File: src/rtl/bram_cmd_sequencer_if.sv
// bram_cmd_sequencer_if: serial command pins plus BRAM port-A bus of the command sequencer.
interface bram_cmd_sequencer_if #(parameter int ADDR_W = 10, parameter int DATA_W = 8);
  logic              di;
  logic              stb;
  logic              do_o;
  logic              busy;
  logic              err;
  logic              bram_en;
  logic              bram_we;
  logic              bram_regce;
  logic [ADDR_W-1:0] bram_addr;
  logic [DATA_W-1:0] bram_din;
  logic [DATA_W-1:0] bram_dout;
  modport master (output di, stb, bram_dout,
                  input  do_o, busy, err, bram_en, bram_we, bram_regce, bram_addr, bram_din);
  modport slave  (input  di, stb, bram_dout,
                  output do_o, busy, err, bram_en, bram_we, bram_regce, bram_addr, bram_din);
endinterface

File: src/rtl/bram_cmd_sequencer.sv
// bram_cmd_sequencer: decodes serial WRITE/READ/FILL frames into RAMB36E1 port-A accesses.
module bram_cmd_sequencer #(
  parameter int ADDR_W  = 10,
  parameter int DATA_W  = 8,
  parameter int DOA_REG = 0
) (
  input logic                  clk,
  input logic                  rst_n,
  bram_cmd_sequencer_if.slave  bus
);
  localparam int CMD_W = 2 + ADDR_W + DATA_W;
  typedef enum logic [2:0] {IDLE, WR, RD_ISSUE, RD_WAIT, CAPTURE, FILL} state_t;
  state_t            state_q, state_d;
  logic [CMD_W-1:0]  frame_q, frame_d;
  logic [DATA_W-1:0] result_q, result_d, din_q, din_d;
  logic [ADDR_W-1:0] addr_q, addr_d;
  logic              en_q, en_d, we_q, we_d, regce_q, regce_d, busy_q, busy_d, err_q, err_d;
  logic [1:0]        op;
  logic [ADDR_W-1:0] c_addr;
  logic [DATA_W-1:0] c_data;
  logic              last;
  assign {op, c_addr, c_data} = frame_q;
  assign last = &addr_q;
  always_comb begin
    frame_d  = {frame_q[CMD_W-2:0], bus.di};
    result_d = state_q == CAPTURE ? bus.bram_dout : result_q << 1;
    state_d  = state_q;
    addr_d   = addr_q;
    din_d    = din_q;
    en_d     = 1'b0;
    we_d     = 1'b0;
    regce_d  = 1'b0;
    err_d    = err_q | (bus.stb && state_q != IDLE);
    case (state_q)
      IDLE: if (bus.stb) begin
        err_d   = op == 2'd0 ? 1'b0 : err_q;
        en_d    = op != 2'd0;
        we_d    = op[0];
        addr_d  = op != 2'd0 ? c_addr : addr_q;
        din_d   = op[0] ? c_data : din_q;
        state_d = op == 2'd1 ? WR : op == 2'd2 ? RD_ISSUE : op == 2'd3 ? FILL : IDLE;
      end
      RD_ISSUE: begin
        state_d = DOA_REG != 0 ? RD_WAIT : CAPTURE;
        regce_d = DOA_REG != 0;
      end
      RD_WAIT: state_d = CAPTURE;
      // FILL stops at the top address instead of wrapping to 0
      FILL: if (last) state_d = IDLE;
      else begin
        addr_d = addr_q + 1'b1;
        en_d   = 1'b1;
        we_d   = 1'b1;
      end
      default: state_d = IDLE;
    endcase
    busy_d = state_d != IDLE;
  end
  always_ff @(posedge clk or negedge rst_n) begin
    if (!rst_n) begin
      state_q  <= IDLE;
      frame_q  <= '0;
      result_q <= '0;
      din_q    <= '0;
      addr_q   <= '0;
      en_q     <= 1'b0;
      we_q     <= 1'b0;
      regce_q  <= 1'b0;
      busy_q   <= 1'b0;
      err_q    <= 1'b0;
    end else begin
      state_q  <= state_d;
      frame_q  <= frame_d;
      result_q <= result_d;
      din_q    <= din_d;
      addr_q   <= addr_d;
      en_q     <= en_d;
      we_q     <= we_d;
      regce_q  <= regce_d;
      busy_q   <= busy_d;
      err_q    <= err_d;
    end
  end
  assign bus.do_o       = result_q[DATA_W-1];
  assign bus.busy       = busy_q;
  assign bus.err        = err_q;
  assign bus.bram_en    = en_q;
  assign bus.bram_we    = we_q;
  assign bus.bram_regce = regce_q;
  assign bus.bram_addr  = addr_q;
  assign bus.bram_din   = din_q;
endmodule

File: src/flat_wrapper.sv
// flat-port wrapper written by rule: the top's interface ports become plain ports
module bram_cmd_sequencer_flat 
#(
  parameter int ADDR_W  = 10,
  parameter int DATA_W  = 8,
  parameter int DOA_REG = 0
)
  (clk, rst_n, bus_di, bus_stb, bus_bram_dout, bus_do_o, bus_busy, bus_err, bus_bram_en, bus_bram_we, bus_bram_regce, bus_bram_addr, bus_bram_din);
  bram_cmd_sequencer_if #(.ADDR_W(ADDR_W), .DATA_W(DATA_W)) bus_i ();
  input logic clk;
  input logic rst_n;
  input wire logic [$bits(bus_i.di)-1:0] bus_di;
  input wire logic [$bits(bus_i.stb)-1:0] bus_stb;
  input wire logic [$bits(bus_i.bram_dout)-1:0] bus_bram_dout;
  output wire logic [$bits(bus_i.do_o)-1:0] bus_do_o;
  output wire logic [$bits(bus_i.busy)-1:0] bus_busy;
  output wire logic [$bits(bus_i.err)-1:0] bus_err;
  output wire logic [$bits(bus_i.bram_en)-1:0] bus_bram_en;
  output wire logic [$bits(bus_i.bram_we)-1:0] bus_bram_we;
  output wire logic [$bits(bus_i.bram_regce)-1:0] bus_bram_regce;
  output wire logic [$bits(bus_i.bram_addr)-1:0] bus_bram_addr;
  output wire logic [$bits(bus_i.bram_din)-1:0] bus_bram_din;
  assign bus_i.di = bus_di;
  assign bus_i.stb = bus_stb;
  assign bus_i.bram_dout = bus_bram_dout;
  assign bus_do_o = bus_i.do_o;
  assign bus_busy = bus_i.busy;
  assign bus_err = bus_i.err;
  assign bus_bram_en = bus_i.bram_en;
  assign bus_bram_we = bus_i.bram_we;
  assign bus_bram_regce = bus_i.bram_regce;
  assign bus_bram_addr = bus_i.bram_addr;
  assign bus_bram_din = bus_i.bram_din;
  bram_cmd_sequencer #(.ADDR_W(ADDR_W), .DATA_W(DATA_W), .DOA_REG(DOA_REG)) u_core (.clk(clk), .rst_n(rst_n), .bus(bus_i));
endmodule
File: config.mk
export PLATFORM = sky130hd
export DESIGN_NAME = bram_cmd_sequencer_flat
export DESIGN_NICKNAME = d
export VERILOG_FILES = /design/src/rtl/bram_cmd_sequencer_if.sv /design/src/rtl/bram_cmd_sequencer.sv /design/src/flat_wrapper.sv
export SDC_FILE = /design/constraint.sdc
export NUM_CORES = 1
export LEC_CHECK = 0
export BUFFER_PORTS_ARGS = -buffer_cell sky130_fd_sc_hd__buf_2
export CAP_MARGIN = 30
export CORE_AREA = 2 2 93 68
export DETAILED_ROUTE_END_ITERATION = 16
export DIE_AREA = 0 0 95 70
export GPL_TIMING_DRIVEN = 1
export PLACE_DENSITY_LB_ADDON = 0.08
export SLEW_MARGIN = 20
export SYNTH_ARGS = -nofsm -noshare
export SYNTH_HDL_FRONTEND = slang
export SYNTH_SLANG_ARGS = --single-unit
File: constraint.sdc
create_clock -name clk -period 3.72 [get_ports clk]
set_input_delay 0.186 -clock clk [delete_from_list [all_inputs] [get_ports clk]]
set_output_delay 0.186 -clock clk [all_outputs]
set_load 0.05 [all_outputs]
==> results.toml <==
[layout]
layout_common_cells = "dfrtp_1, buf_2, mux2_2"
drive_gt1_share_pct = 34.95
final_common_cell = "dfrtp_1"
nets = 198
antenna_cells = 0
nFillCells = 561
utilization_pct = 40.48
finalInstanceArea_sq_mm = 0.002395
syn_to_final_growth_pct = 19.48
final_cells = 264

[outcome]
status = "finished, violations left"
failed_checks = "hold timing"

[flow_run]
maxCapViolCount = 0

[power]
power_per_cell_area_mw_per_mm2 = 733.0
ir_drop_mv = 0.1981
power_leakage_nw = 1.095
total_power_mw = 1.755

[synthesis]
synth_top_family_by_area = "simple AND/OR/NAND/NOR gates"
netlist_top_cells_area = "dfrtp_1, mux2_2, nand2_1, a21oi_1, a311oi_1"
synth-seq-cells = 53
syn_inst = 144
ys_seq_area_share_pct = 66.17
synth-simple-area-share_pct = 13.42
synth_compound_area_share_pct = 9.863
synth_area_sq_mm = 0.002004
syn_area_per_cell_sq_um = 13.92
synth_warnings = 0
synth_top_cell_by_area = "dfrtp_1"
synthAdderAreaFrac_pct = 0.6242
synthXorXnorAreaFrac_pct = 0
synth_mux_area_share_pct = 9.176
syn_nets = 157
synth_cell_type_count = 37
synth_top_cell_area_share_pct = 66.17

[floorplanning]
initial_utilization_pct = 33.88
rows = 24
fp.coreArea_sq_mm = 0.005916
die_w_um = 95
io_pins = 36
fp.dieH_um = 70
dieArea_sq_mm = 0.006650

[sta]
finClkSkew_ns = 0.003632
tightest_slew_ns = 0.6532
final.setup.worst_slack_ns = 1.818
fmax_ghz = 0.5259
finalSetupViolCount = 0
hold_viol = 10
setup_tns_ns = 0
timing.final.crit_share_pct = 51.12
min_period_ns = 1.902
maxSlewHeadroom_pct = 56.45
slew_viol_final = 0
rsz0062_at_grt = "false"
holdWs_ns = -0.01461

[detailed_routing]
via_count = 1335
drcViolationCount = 0
drt_iter0_markers = 68
ant_nets = 0
dr.pass1.iters = 4
wirelength_um = 3956
routed_via_density = 5.057
wire_per_inst_um = 14.98

[placement]
pre_cts_slack_ns = 1.852
place_inst = 255
place_hpwl_um = 2721
port_buffers = 34
gp_congestion = 0.8232
placed_cell_area_sq_mm = 0.002268

[setup_path]
worstPathRequired_ns = 3.91
crit_fanout = 9
cpMaxStageDelayCell = "o31ai_4"
crit_path_end_kind = "flop"
path_delay_family = "compound AO/OA/AOI/OAI gates"
setup.worst_path.class = "flop to flop"
worstPathCellList = "ha_1, nand4_2, o31ai_4, nand2_4, mux2_4"
startpoint_type = "flop"
worst-path-buf-inv = 0
slowest_delay_ns = 0.48
cp.arrival_ns = 2.09

[min_path]
hold_class = "input port to asynchronous set/reset pin"

[clock_network]
cts_sinks = 53
cts_tree = "built"
cts_buffers = 5
clock_latency_ns = 0.30
cts-root-buf = "clkbuf_8"
clock_path_buffers = 2
cts.clk_slew.worst_paths_ns = 0.09
postCtsSetupRepairBufs = 0
h-tree-depth = 2

[grt]
grt_antenna_before_repair = 0
overflow = 0
grt_pass1_wl_um = 6755
grtUsageTotal_pct = 13.60
grt_max_degree = 54
grt_pass1_vias = 1348
report_power, final:
group / switching (mW) / leakage [nW] / internal (mW)
clock network: 0.177 / 0.0585 / 0.219
logic: 0.427 / 0.405 / 0.163
registers: 0.0864 / 0.632 / 0.682
worst register-to-register path: cells and delay by family, from the launching register on:
| family | cells | cell delay (ns) |
|---|---|---|
| AO/OA/AOI/OAI | 1 | 0.48 |
| flip-flops | 1 | 0.41 |
| AND/OR/NAND/NOR | 2 | 0.35 |
| multiplexers | 1 | 0.33 |
| adder cells (fa/ha/maj) | 1 | 0.22 |
Yosys cell counts, drive strengths merged:
cell type / number
nor4b: 1
a2bb2oi: 1
nand2b: 1
a311oi: 4
nand4: 4
and2: 4
a22oi: 1
dfrtp: 53
a211oi: 2
o21ai: 5
nand3: 4
o22ai: 1
and3: 4
o2bb2ai: 2
nor2: 4
or4: 1
ha: 1
nor3: 2
nor3b: 2
a21oi: 8
nand2: 13
buf: 1
clkbuf: 1
a31oi: 1
or4b: 1
and3b: 1
o31ai: 3
nand3b: 1
mux2: 16
conb: 1
timing repair:
item                                   in CTS  in global routing
hold buffers                                1                  0
endpoints found under the hold margin       1                  0
resized for setup                           0                  0
flip-flops by register name, indices dropped and copies added (netlist names), named ones only:
| signal | flops |
|---|---|
| u_core.frame_q | 20 |
| u_core.bus.bram_addr | 10 |
| u_core.bus.bram_din | 8 |
| u_core.result_q | 8 |
| u_core.state_q | 3 |
| u_core.bus.bram_en | 1 |
| u_core.bus.bram_we | 1 |
| u_core.bus.busy | 1 |
worst paths after layout:
path	slack, ns	start	cells after the start	end
max reg2reg	1.82	u_core.bus.bram_addr[0]$_DFFE_PN0P_	5	u_core.bus.bram_addr[1]$_DFFE_PN0P_
max	1.82	u_core.bus.bram_addr[0]$_DFFE_PN0P_	5	u_core.bus.bram_addr[1]$_DFFE_PN0P_
min reg2reg	0.38	u_core.frame_q[3]$_DFF_PN0_	0	u_core.frame_q[4]$_DFF_PN0_
max in group asynchronous	3.29	rst_n	2	u_core.bus.bram_addr[1]$_DFFE_PN0P_
min in group clk	0.09	bus_bram_dout[0]	2	u_core.result_q[0]$_DFF_PN0_
min	-0.01	rst_n	2	u_core.frame_q[10]$_DFF_PN0_
area by class of cell:
cell class	count	area, sq um	share of cell area, %
clock buffer	7	86.33	3.605
sequential	53	1326	55.38
clock inverter	1	30.03	1.254
multi-input combinational	89	666.9	27.85
timing repair buffer	36	187.7	7.837
tap	78	97.59	4.075
per-layer routing:
layer  global-route usage [%]  vias to the layer above  share of wire (%)
met5                        0                        -                  0
met3                    5.070                        4                5.9
li1                         -                      617                  -
met4                    4.670                        0               0.63
met2                    20.25                       43                 47
met1                    18.32                      671                 46
logic make-up (layout without fill, tap and decap cells):
| logic type | Yosys count | in the layout |
|---|---|---|
| flops | 53 | 53 |
| simple gates | 43 | 43 |
| compound gates | 28 | 28 |
| mux | 16 | 16 |
| buf+inv | 2 | 44 |
| fa+ha+maj | 1 | 1 |
| other cells | 1 | 1 |
Power figures use the tool's default switching activity.
